===== src/rtl/hs_sync_rx_ctrl.sv =====
// ----------------------------------------------------------------------------
// hs_sync_rx_ctrl
//
// Receive-side controller for a 4-phase req/ack clock-domain crossing.
// The source raises un_sync_req with un_sync_bus already stable. This block
// passes the request level through a NUM_STAGES-deep synchronizer and then
// captures the (unsynchronized, but held-stable) data bus. It presents the
// word to the local consumer, and then answers with sync_ack. It waits for
// the request to drop before it lowers sync_ack and re-arms.
//
// Parameters
//   DATA_W      width of the crossing data bus
//   NUM_STAGES  synchronizer depth on un_sync_req (legal 2..4)
//   CNT_W       width of the completed-transfer counter (wraps)
//
// Ports
//   sync_Clk     in   destination-domain clock
//   sync_Rst     in   synchronous, active-high reset
//   un_sync_req  in   source request level (asynchronous)
//   un_sync_bus  in   source data, stable while un_sync_req=1
//   sync_ack     out  registered ack back to the source domain
//   sync_bus     out  captured data word
//   sync_valid   out  sync_bus holds an unconsumed word
//   sync_ready   in   consumer accepts the word
//   err_clr      in   clears proto_err on the next edge
//   proto_err    out  sticky: req dropped before the word was consumed
//   xfer_cnt     out  count of completed transfers, wraps at 2^CNT_W
//   dbg_state    out  current FSM state (IDLE=0, HOLD=1, ACK=2)
//
// Consumer handshake: a word transfers on the rising edge where
// sync_valid=1 and sync_ready=1. sync_valid stays high and sync_bus stays
// frozen until that edge, unless the source withdraws its request first.
// sync_ready is ignored whenever sync_valid is low.
// ----------------------------------------------------------------------------
module hs_sync_rx_ctrl #(
    parameter int DATA_W     = 8,
    parameter int NUM_STAGES = 2,
    parameter int CNT_W      = 8
) (
    input  logic              sync_Clk,
    input  logic              sync_Rst,
    input  logic              un_sync_req,
    input  logic [DATA_W-1:0] un_sync_bus,
    output logic              sync_ack,
    output logic [DATA_W-1:0] sync_bus,
    output logic              sync_valid,
    input  logic              sync_ready,
    input  logic              err_clr,
    output logic              proto_err,
    output logic [CNT_W-1:0]  xfer_cnt,
    output logic [1:0]        dbg_state
);

    localparam logic [1:0] ST_IDLE = 2'd0;
    localparam logic [1:0] ST_HOLD = 2'd1;
    localparam logic [1:0] ST_ACK  = 2'd2;

    logic [NUM_STAGES-1:0] req_chain;
    logic                  req_s;
    logic [1:0]            state;

    // Request synchronizer. Bit 0 is the metastability-catching flop. req_s
    // is the last stage, so a rising request is visible after NUM_STAGES
    // edges.
    always_ff @(posedge sync_Clk) begin
        if (sync_Rst) begin
            req_chain <= '0;
        end else begin
            req_chain <= {req_chain[NUM_STAGES-2:0], un_sync_req};
        end
    end

    assign req_s     = req_chain[NUM_STAGES-1];
    assign dbg_state = state;

    always_ff @(posedge sync_Clk) begin
        if (sync_Rst) begin
            state      <= ST_IDLE;
            sync_ack   <= 1'b0;
            sync_bus   <= '0;
            sync_valid <= 1'b0;
            proto_err  <= 1'b0;
            xfer_cnt   <= '0;
        end else begin
            // The clear is written first so that a protocol-error set
            // further down in the same edge overrides it.
            if (err_clr) begin
                proto_err <= 1'b0;
            end

            case (state)
                ST_IDLE: begin
                    // IDLE is only entered with req_s low. Any high req_s
                    // seen here is therefore a fresh request, never a
                    // request left over from the previous word.
                    if (req_s) begin
                        sync_bus   <= un_sync_bus;
                        sync_valid <= 1'b1;
                        state      <= ST_HOLD;
                    end
                end

                ST_HOLD: begin
                    // Consumption wins over a simultaneous request drop.
                    if (sync_ready) begin
                        sync_valid <= 1'b0;
                        sync_ack   <= 1'b1;
                        xfer_cnt   <= xfer_cnt + CNT_W'(1);
                        state      <= ST_ACK;
                    end else if (!req_s) begin
                        // The source withdrew its request before the word
                        // was taken. Drop the word and send no ack.
                        sync_valid <= 1'b0;
                        proto_err  <= 1'b1;
                        state      <= ST_IDLE;
                    end
                end

                ST_ACK: begin
                    // Hold ack for as long as req is held; there is no
                    // timeout.
                    if (!req_s) begin
                        sync_ack <= 1'b0;
                        state    <= ST_IDLE;
                    end
                end

                default: begin
                    sync_ack   <= 1'b0;
                    sync_valid <= 1'b0;
                    state      <= ST_IDLE;
                end
            endcase
        end
    end

endmodule


===== config.mk =====
export PLATFORM = sky130hd
export DESIGN_NAME = hs_sync_rx_ctrl
export DESIGN_NICKNAME = d
export VERILOG_FILES = /design/src/rtl/hs_sync_rx_ctrl.sv
export SDC_FILE = /design/constraint.sdc
export NUM_CORES = 1
export LEC_CHECK = 0
export ABC_CLOCK_PERIOD_IN_PS = 1260
export BUFFER_PORTS_ARGS = -buffer_cell sky130_fd_sc_hd__buf_2
export CORE_AREA = 2 2 79 51
export DETAILED_ROUTE_END_ITERATION = 8
export DIE_AREA = 0 0 81 53
export GPL_ROUTABILITY_DRIVEN = 0
export GPL_TIMING_DRIVEN = 0
export PLACE_DENSITY = 0.59
export REMOVE_ABC_BUFFERS = 1
export SLEW_MARGIN = 20
export SYNTH_ARGS = -nofsm -noshare
export SYNTH_HDL_FRONTEND = slang
export SYNTH_SLANG_ARGS = --single-unit

===== constraint.sdc =====
create_clock -name sync_Clk -period 1.26 [get_ports sync_Clk]
set_input_delay 0.063 -clock sync_Clk [delete_from_list [all_inputs] [get_ports sync_Clk]]
set_output_delay 0.063 -clock sync_Clk [all_outputs]
set_load 0.1 [all_outputs]

==> summary.md, run 1 <==
| Metric | Value |
|---|---|
| Antenna diode count | 0 |
| Distinct cells, synth | 26 |
| Setup_tns | 0 ps |
| Met2 Use GR | 19.6% |
| Worst-Margin Slew | 494 ps |
| I/O pins | 34 |
| Num CTS Buffers | 3 |
| Share of the synthesized area in the top cell type | 50.3% |
| Inst Count DP | 169 |
| Worst hold path type | input pin to flop |
| Routed len/inst | 12.0 µm |
| Core area | 0.00353 mm² |
| Grt met3 use | 4.78% |
| Min Tclk post-route | 1250 ps |
| Power Total | 1.40 mW |
| Mean Syn Cell Area | 9.85 µm² |
| Area growth, synth to finish | 42.9% |
| Setup Skew | 2.81 ps |
| Worst setup path end | sync_bus[4]$_SDFFE_PP0P_ |
| Critical Path Source Type | flop |
| CTS H-tree depth | 1 |
| Worst r2r dst | sync_bus[4]$_SDFFE_PP0P_ |
| Met1 Track Usage GR | 11.9% |
| Synthesized area | 916 µm² |
| Clock-pin slew on the worst setup and hold paths | 80 ps |
| DPL Wire Length | 1.48 mm |
| Final Non-Filler Cells | 181 |
| Die Ht | 53 µm |
| Final period utilization | 99.3% |
| Final setup vio count | 0 |
| Via count | 798 |
| DRT iter0 DRCs | 12 |
| Worst-path fanout max | 4 |
| RSZ-0062 raised after global routing | yes |
| CTS Sinks | 23 |
| Final ANT Viol Nets | 0 |
| Yosys top cell by area | dfxtp_1 |
| Clk_lat worst skew | 260 ps |
| FP Rows | 17 |
| Final slew viol count | 0 |
| Vias in the first global route | 789 |
| Final Hold Fails | 0 |
| Reg2Reg Launch Point | dbg_state[0]$_SDFFE_PP0P_ |
| # DRC | 0 |
| Clock Tree Root | clkbuf_8 |
| Nets | 149 |
| I/O Buffers | 33 |
| Register area share after synthesis | 50.3% |
| Worst EP arrival | 1390 ps |
| Global route overflow | 0 |
| Vias per inst | 4.41 |
| Crit end category | flop |
| First-pass iteration count of the detailed router | 3 |
| Max clock buf depth | 2 |
| First-pass GRT wire length | 3.47 mm |
| Busiest grt layer | met2 |
| Starting Density | 25.9% |
| Fin util | 37.1% |
| Rel. slew slack | 67.3% |
| WS Path Type | flop to flop |
| Die area | 0.00429 mm² |
| Die X-Extent | 81 µm |
| Reg2Reg Depth | 5 |
| Min Hold Slack | 32.1 ps |
| Crit path required time | 1400 ps |
| Max-capacitance violation count | 0 |
| Run status | complete, no violations |
| Synth Instances | 93 |
| Crit path from | dbg_state[0]$_SDFFE_PP0P_ |
| Largest net degree at the start of global routing | 24 |
| R2r setup slk | 9 ps |
| Yosys warning count | 0 |
| Main area contributors after synthesis | dfxtp_1 50%, mux2i_1 9.8%, nor2_1 5.3% |
| CTS tree | yes |
| Yosys reg bits | 23 |
| Worst vdd ir | 0.000380 V |
| Power density cells | 1070 mW/mm² |
| Fmax | 799 MHz |
| Final WL | 2.17 mm |
| Antenna violations before repair | 0 |
| LEAKAGE | 0.568 nW |
| Total track usage | 11.0% |
| Share of cells above drive strength 1 | 45.5% |
[cell usage in the layout (no fill, tap or decap), types with 2 or more instances in the layout]
master / count
a21oi_1: 7
a21oi_2: 2
buf_2: 33
buf_4: 6
clkbuf_8: 3
dfxtp_1: 14
dfxtp_2: 4
dfxtp_4: 5
inv_1: 2
mux2i_1: 9
nand2_1: 3
nand2b_1: 2
nand4_1: 2
nor2_1: 13
nor2b_1: 3
o21ai_0: 3
o31ai_1: 2
or3_1: 2
xor2_1: 2
[worst min path at each step]
stage | slack, ps | end | startpoint | cells past startpoint
floorplan | 130 | dbg_state[1]$_SDFFE_PP0P_ | sync_Rst | 1
global placement | 280 | req_chain[0]$_SDFF_PP0_ | un_sync_req | 2
detailed placement | 280 | req_chain[0]$_SDFF_PP0_ | un_sync_req | 2
CTS | 30 | sync_bus[5]$_SDFFE_PP0P_ | un_sync_bus[5] | 3
global route | 30 | sync_bus[5]$_SDFFE_PP0P_ | un_sync_bus[5] | 3
finish | 30 | sync_bus[6]$_SDFFE_PP0P_ | un_sync_bus[6] | 3
[where the power goes]
part	leakage, nW	internal (mW)	switching [mW]	total, mW
Combinational	0.352	0.0536	0.144	0.197
Clock	0.0228	0.225	0.230	0.456
Sequential	0.193	0.733	0.0111	0.744
[worst max-delay path: stages, from the launching register on]
cell     delay, ps
dfxtp_4        370
buf_12         130
nor3b_4        200
buf_4          170
mux2i_1        200
nor2_1          50
[cells by family after synthesis]
kind of cell / count (synthesis) / synth area share, %
AND/OR/NAND/NOR: 34 / 21.6
flip-flops: 23 / 50.3
AO/OA/AOI/OAI: 17 / 11.1
multiplexers: 9 / 9.84
buffers and inverters: 7 / 3.96
XOR/XNOR: 2 / 1.91
adder cells (fa/ha/maj): 1 / 1.37
[routing by layer]
metal  vias up  share of wire, %  routed length, µm
met2        26                47               1020
met3         4               7.4                161
met5         -                 0                  0
met1       358                44                957
li1        410                 -                  -
met4         0               1.2                 27
[Yosys cell counts]
cell type and n:
o21ai_0 3, nand3b_1 1, xor2_1 2, a2bb2oi_1 1
a21oi_1 9, a211o_1 1, or3_1 3, dfxtp_1 23
nand4b_1 1, clkbuf_1 2, nand4b_4 1, nand4_1 2
mux2i_1 9, nor3b_1 1, inv_1 2, nor2b_1 3
buf_6 1, a2111oi_0 1, nand2b_1 2, nand2_1 4
o31ai_1 2, nor2_1 13, ha_1 1, nor4b_1 1
buf_2 2, or4_1 2
[layout make-up]
| class | count | area, µm² |
|---|---|---|
| timing repair buffer | 42 | 251 |
| tap | 47 | 58.8 |
| fill | 372 | 2220 |
| clock buffer | 4 | 45.0 |
| multi-input combinational | 63 | 462 |
| sequential | 23 | 484 |
| inverter | 2 | 7.51 |
[metrics by stage]
step,instance area (µm²),setup slack (ps)
global route,1310,-51.6
finish,1310,8.59
CTS,1270,-10.3
floorplan,887,-992
detailed placement,1120,-311
global placement,1110,-868
[sequential cells by signal, indices dropped and copies added (netlist names)]
signal / cells
dbg_state: 2
proto_err: 1
sync_bus: 8
sync_ack: 1
req_chain: 2
sync_valid: 1
xfer_cnt: 8
[what timing repair did]
item | in CTS | in global routing
hold buffers | 1 | 0
hold endpoints to repair | 1 | 0
setup endpoints to repair | 15 | 13
pin swaps | 5 | 4
resized for setup | 12 | 11
setup buffers | 7 | 0
No activity file was read; power rests on OpenSTA's default activity.
==> run 2, diff against run 1 <==
Settings changed: CELL_PAD_IN_SITES_DETAIL_PLACEMENT from default to 1, CELL_PAD_IN_SITES_GLOBAL_PLACEMENT from default to 1, PLACE_DENSITY 0.59 to 0.72.
==> run 2 against run 1 <==
Via count grew 2.8%. Worst setup slack better by 45 ps. Combinational power down 2%. Count of clock-buffer cells in the layout shrank 1. Final area down 1.9%. Worst hold slack got worse by 22 ps. Critical endpoint is now xfer_cnt[7]$_SDFFE_PP0P_.
==> summary.md, run 2 (same netlist as run 1, synthesis figures left out) <==
| Metric | Value |
|---|---|
| Run status | complete, no violations |
| Nets | 148 |
| Rel. slew slack | 67.2% |
| Largest net degree at the start of global routing | 24 |
| # DRC | 0 |
| Antenna violations before repair | 0 |
| LEAKAGE | 0.563 nW |
| Sequential power share | 53.8% |
| Int Power | 1.01 mW |
| Die area | 0.00429 mm² |
| Starting Density | 25.9% |
| DPL Wire Length | 1.60 mm |
| Fmax | 829 MHz |
| Post-CTS Hold Fix Bufs | 0 |
| Final Hold Fails | 0 |
| Switching Share | 27.7% |
| Power share of the combinational group | 13.9% |
| Clk pwr share | 32.4% |
| Critical Path Source Type | flop |
| Worst hold path type | input pin to flop |
| Reg2Reg Depth | 3 |
| Die Ht | 53 µm |
| Final period utilization | 95.8% |
| First-pass iteration count of the detailed router | 4 |
| Worst EP arrival | 1400 ps |
| Dpl cell area | 0.00112 mm² |
| Num CTS Buffers | 3 |
| Multi-input logic area | 452 µm² |
| Final Cell Area | 0.00128 mm² |
| Commonest non-fill, non-tap cell in the layout | buf_2 |
| CTS H-tree depth | 1 |
| Final slew viol count | 0 |
| Hold Startpoint | un_sync_req |
| RSZ-0062 raised after global routing | yes |
| Switching power | 0.385 mW |
| Final ANT Viol Nets | 0 |
| Fin util | 36.4% |
| Hold EP | req_chain[0]$_SDFF_PP0_ |
| DRT iter0 DRCs | 11 |
| Final Non-Filler Cells | 180 |
| I/O Buffers | 33 |
| First-pass GRT wire length | 3.83 mm |
| Max-capacitance violation count | 0 |
| I/O pins | 34 |
| CTS tree | yes |
| Via count | 820 |
| Core area | 0.00353 mm² |
| Worst-Margin Slew | 495 ps |
| R2r setup slk | 50 ps |
| WS Path Type | flop to flop |
| FP Rows | 17 |
| Setup_tns | 0 ps |
| Global route overflow | 0 |
| Final setup vio count | 0 |
| Crit path required time | 1460 ps |
| WHS Path Cells | 2 |
| Largest registers | sync_bus (8), xfer_cnt (8) |
| Setup Skew | 2.01 ps |
| Clock-pin slew on the worst setup and hold paths | 80 ps |
| Total track usage | 11.6% |
| Power Total | 1.39 mW |
| Crit end category | flop |
| Clk_lat worst skew | 260 ps |
| Reg2Reg Launch Point | xfer_cnt[5]$_SDFFE_PP0P_ |
| Clock Tree Root | clkbuf_8 |
| Worst r2r dst | xfer_cnt[7]$_SDFFE_PP0P_ |
| Inst Count DP | 169 |
| Reg area | 479 µm² |
| Area growth, synth to finish | 40.2% |
| Share of cells above drive strength 1 | 42.9% |
| Antenna diode count | 0 |
| Die X-Extent | 81 µm |
| Final WL | 2.31 mm |
| Worst vdd ir | 0.000648 V |
| Routed len/inst | 12.9 µm |
| Vias per inst | 4.56 |
| Power density cells | 1080 mW/mm² |
| Most frequent cells in the layout | 33 x buf_2, 16 x dfxtp_1, 13 x nor2_1 |
| Min Tclk post-route | 1210 ps |
| Vias in the first global route | 860 |
| Max clock buf depth | 2 |
| Fill count | 428 |
| Worst-path fanout max | 5 |
| CTS Sinks | 23 |
## run 2: layout make-up
class	count	share of cell area (%)
Tap cell	47	4.58
Multi-Input combinational cell	63	35.2
Timing Repair Buffer	41	18.7
Clock inverter	1	0.390
Clock buffer	3	3.22
Inverter	2	0.585
Sequential cell	23	37.3
## run 2: worst max-delay path by stage
stage	start	to	slack [ps]
2_1_floorplan	dbg_state[0]$_SDFFE_PP0P_	sync_bus[0]$_SDFFE_PP0P_	-990
3_3_place_gp	dbg_state[0]$_SDFFE_PP0P_	sync_bus[1]$_SDFFE_PP0P_	-820
3_5_place_dp	dbg_state[0]$_SDFFE_PP0P_	xfer_cnt[5]$_SDFFE_PP0P_	-280
4_1_cts	dbg_state[1]$_SDFFE_PP0P_	sync_bus[0]$_SDFFE_PP0P_	7
5_1_grt	dbg_state[1]$_SDFFE_PP0P_	sync_bus[2]$_SDFFE_PP0P_	-20
6_report	xfer_cnt[5]$_SDFFE_PP0P_	xfer_cnt[7]$_SDFFE_PP0P_	50
## run 2: power by group through the flow
stage,Clock [mW],Sequential [mW],Combinational [mW]
finish,0.450,0.747,0.193
global route,0.505,0.750,0.204
CTS,0.471,0.750,0.192
detailed placement,0,0.772,0.185
global placement,0,0.771,0.180
floorplan,0,0.868,0.0337
## run 2: what timing repair did
item | CTS | global route
setup endpoints to repair | 8 | 17
resized for setup | 8 | 12
buffers inserted | 7 | 0
pin swaps | 2 | 8
## run 2: worst max-delay path, stage by stage (launching register included)
cell and delay, ps:
dfxtp_1 390, nand4_1 120, or4_1 510, a21oi_1 120
## run 2: metrics by stage
stage | hold slack, ps | worst slack [ps]
floorplan | 132 | -992
global placement | 279 | -825
global route | 37.7 | -24.7
finish | 9.65 | 53.3
CTS | 1.04 | 7.30
detailed placement | 278 | -280
## run 2: layer usage
metal	GRT usage, %	vias up	part of all wire [%]
li1	-	409	-
met1	12.4	385	43
met2	22.2	26	49
met3	5.29	0	7.9
met4	0.847	0	0
met5	0	-	0
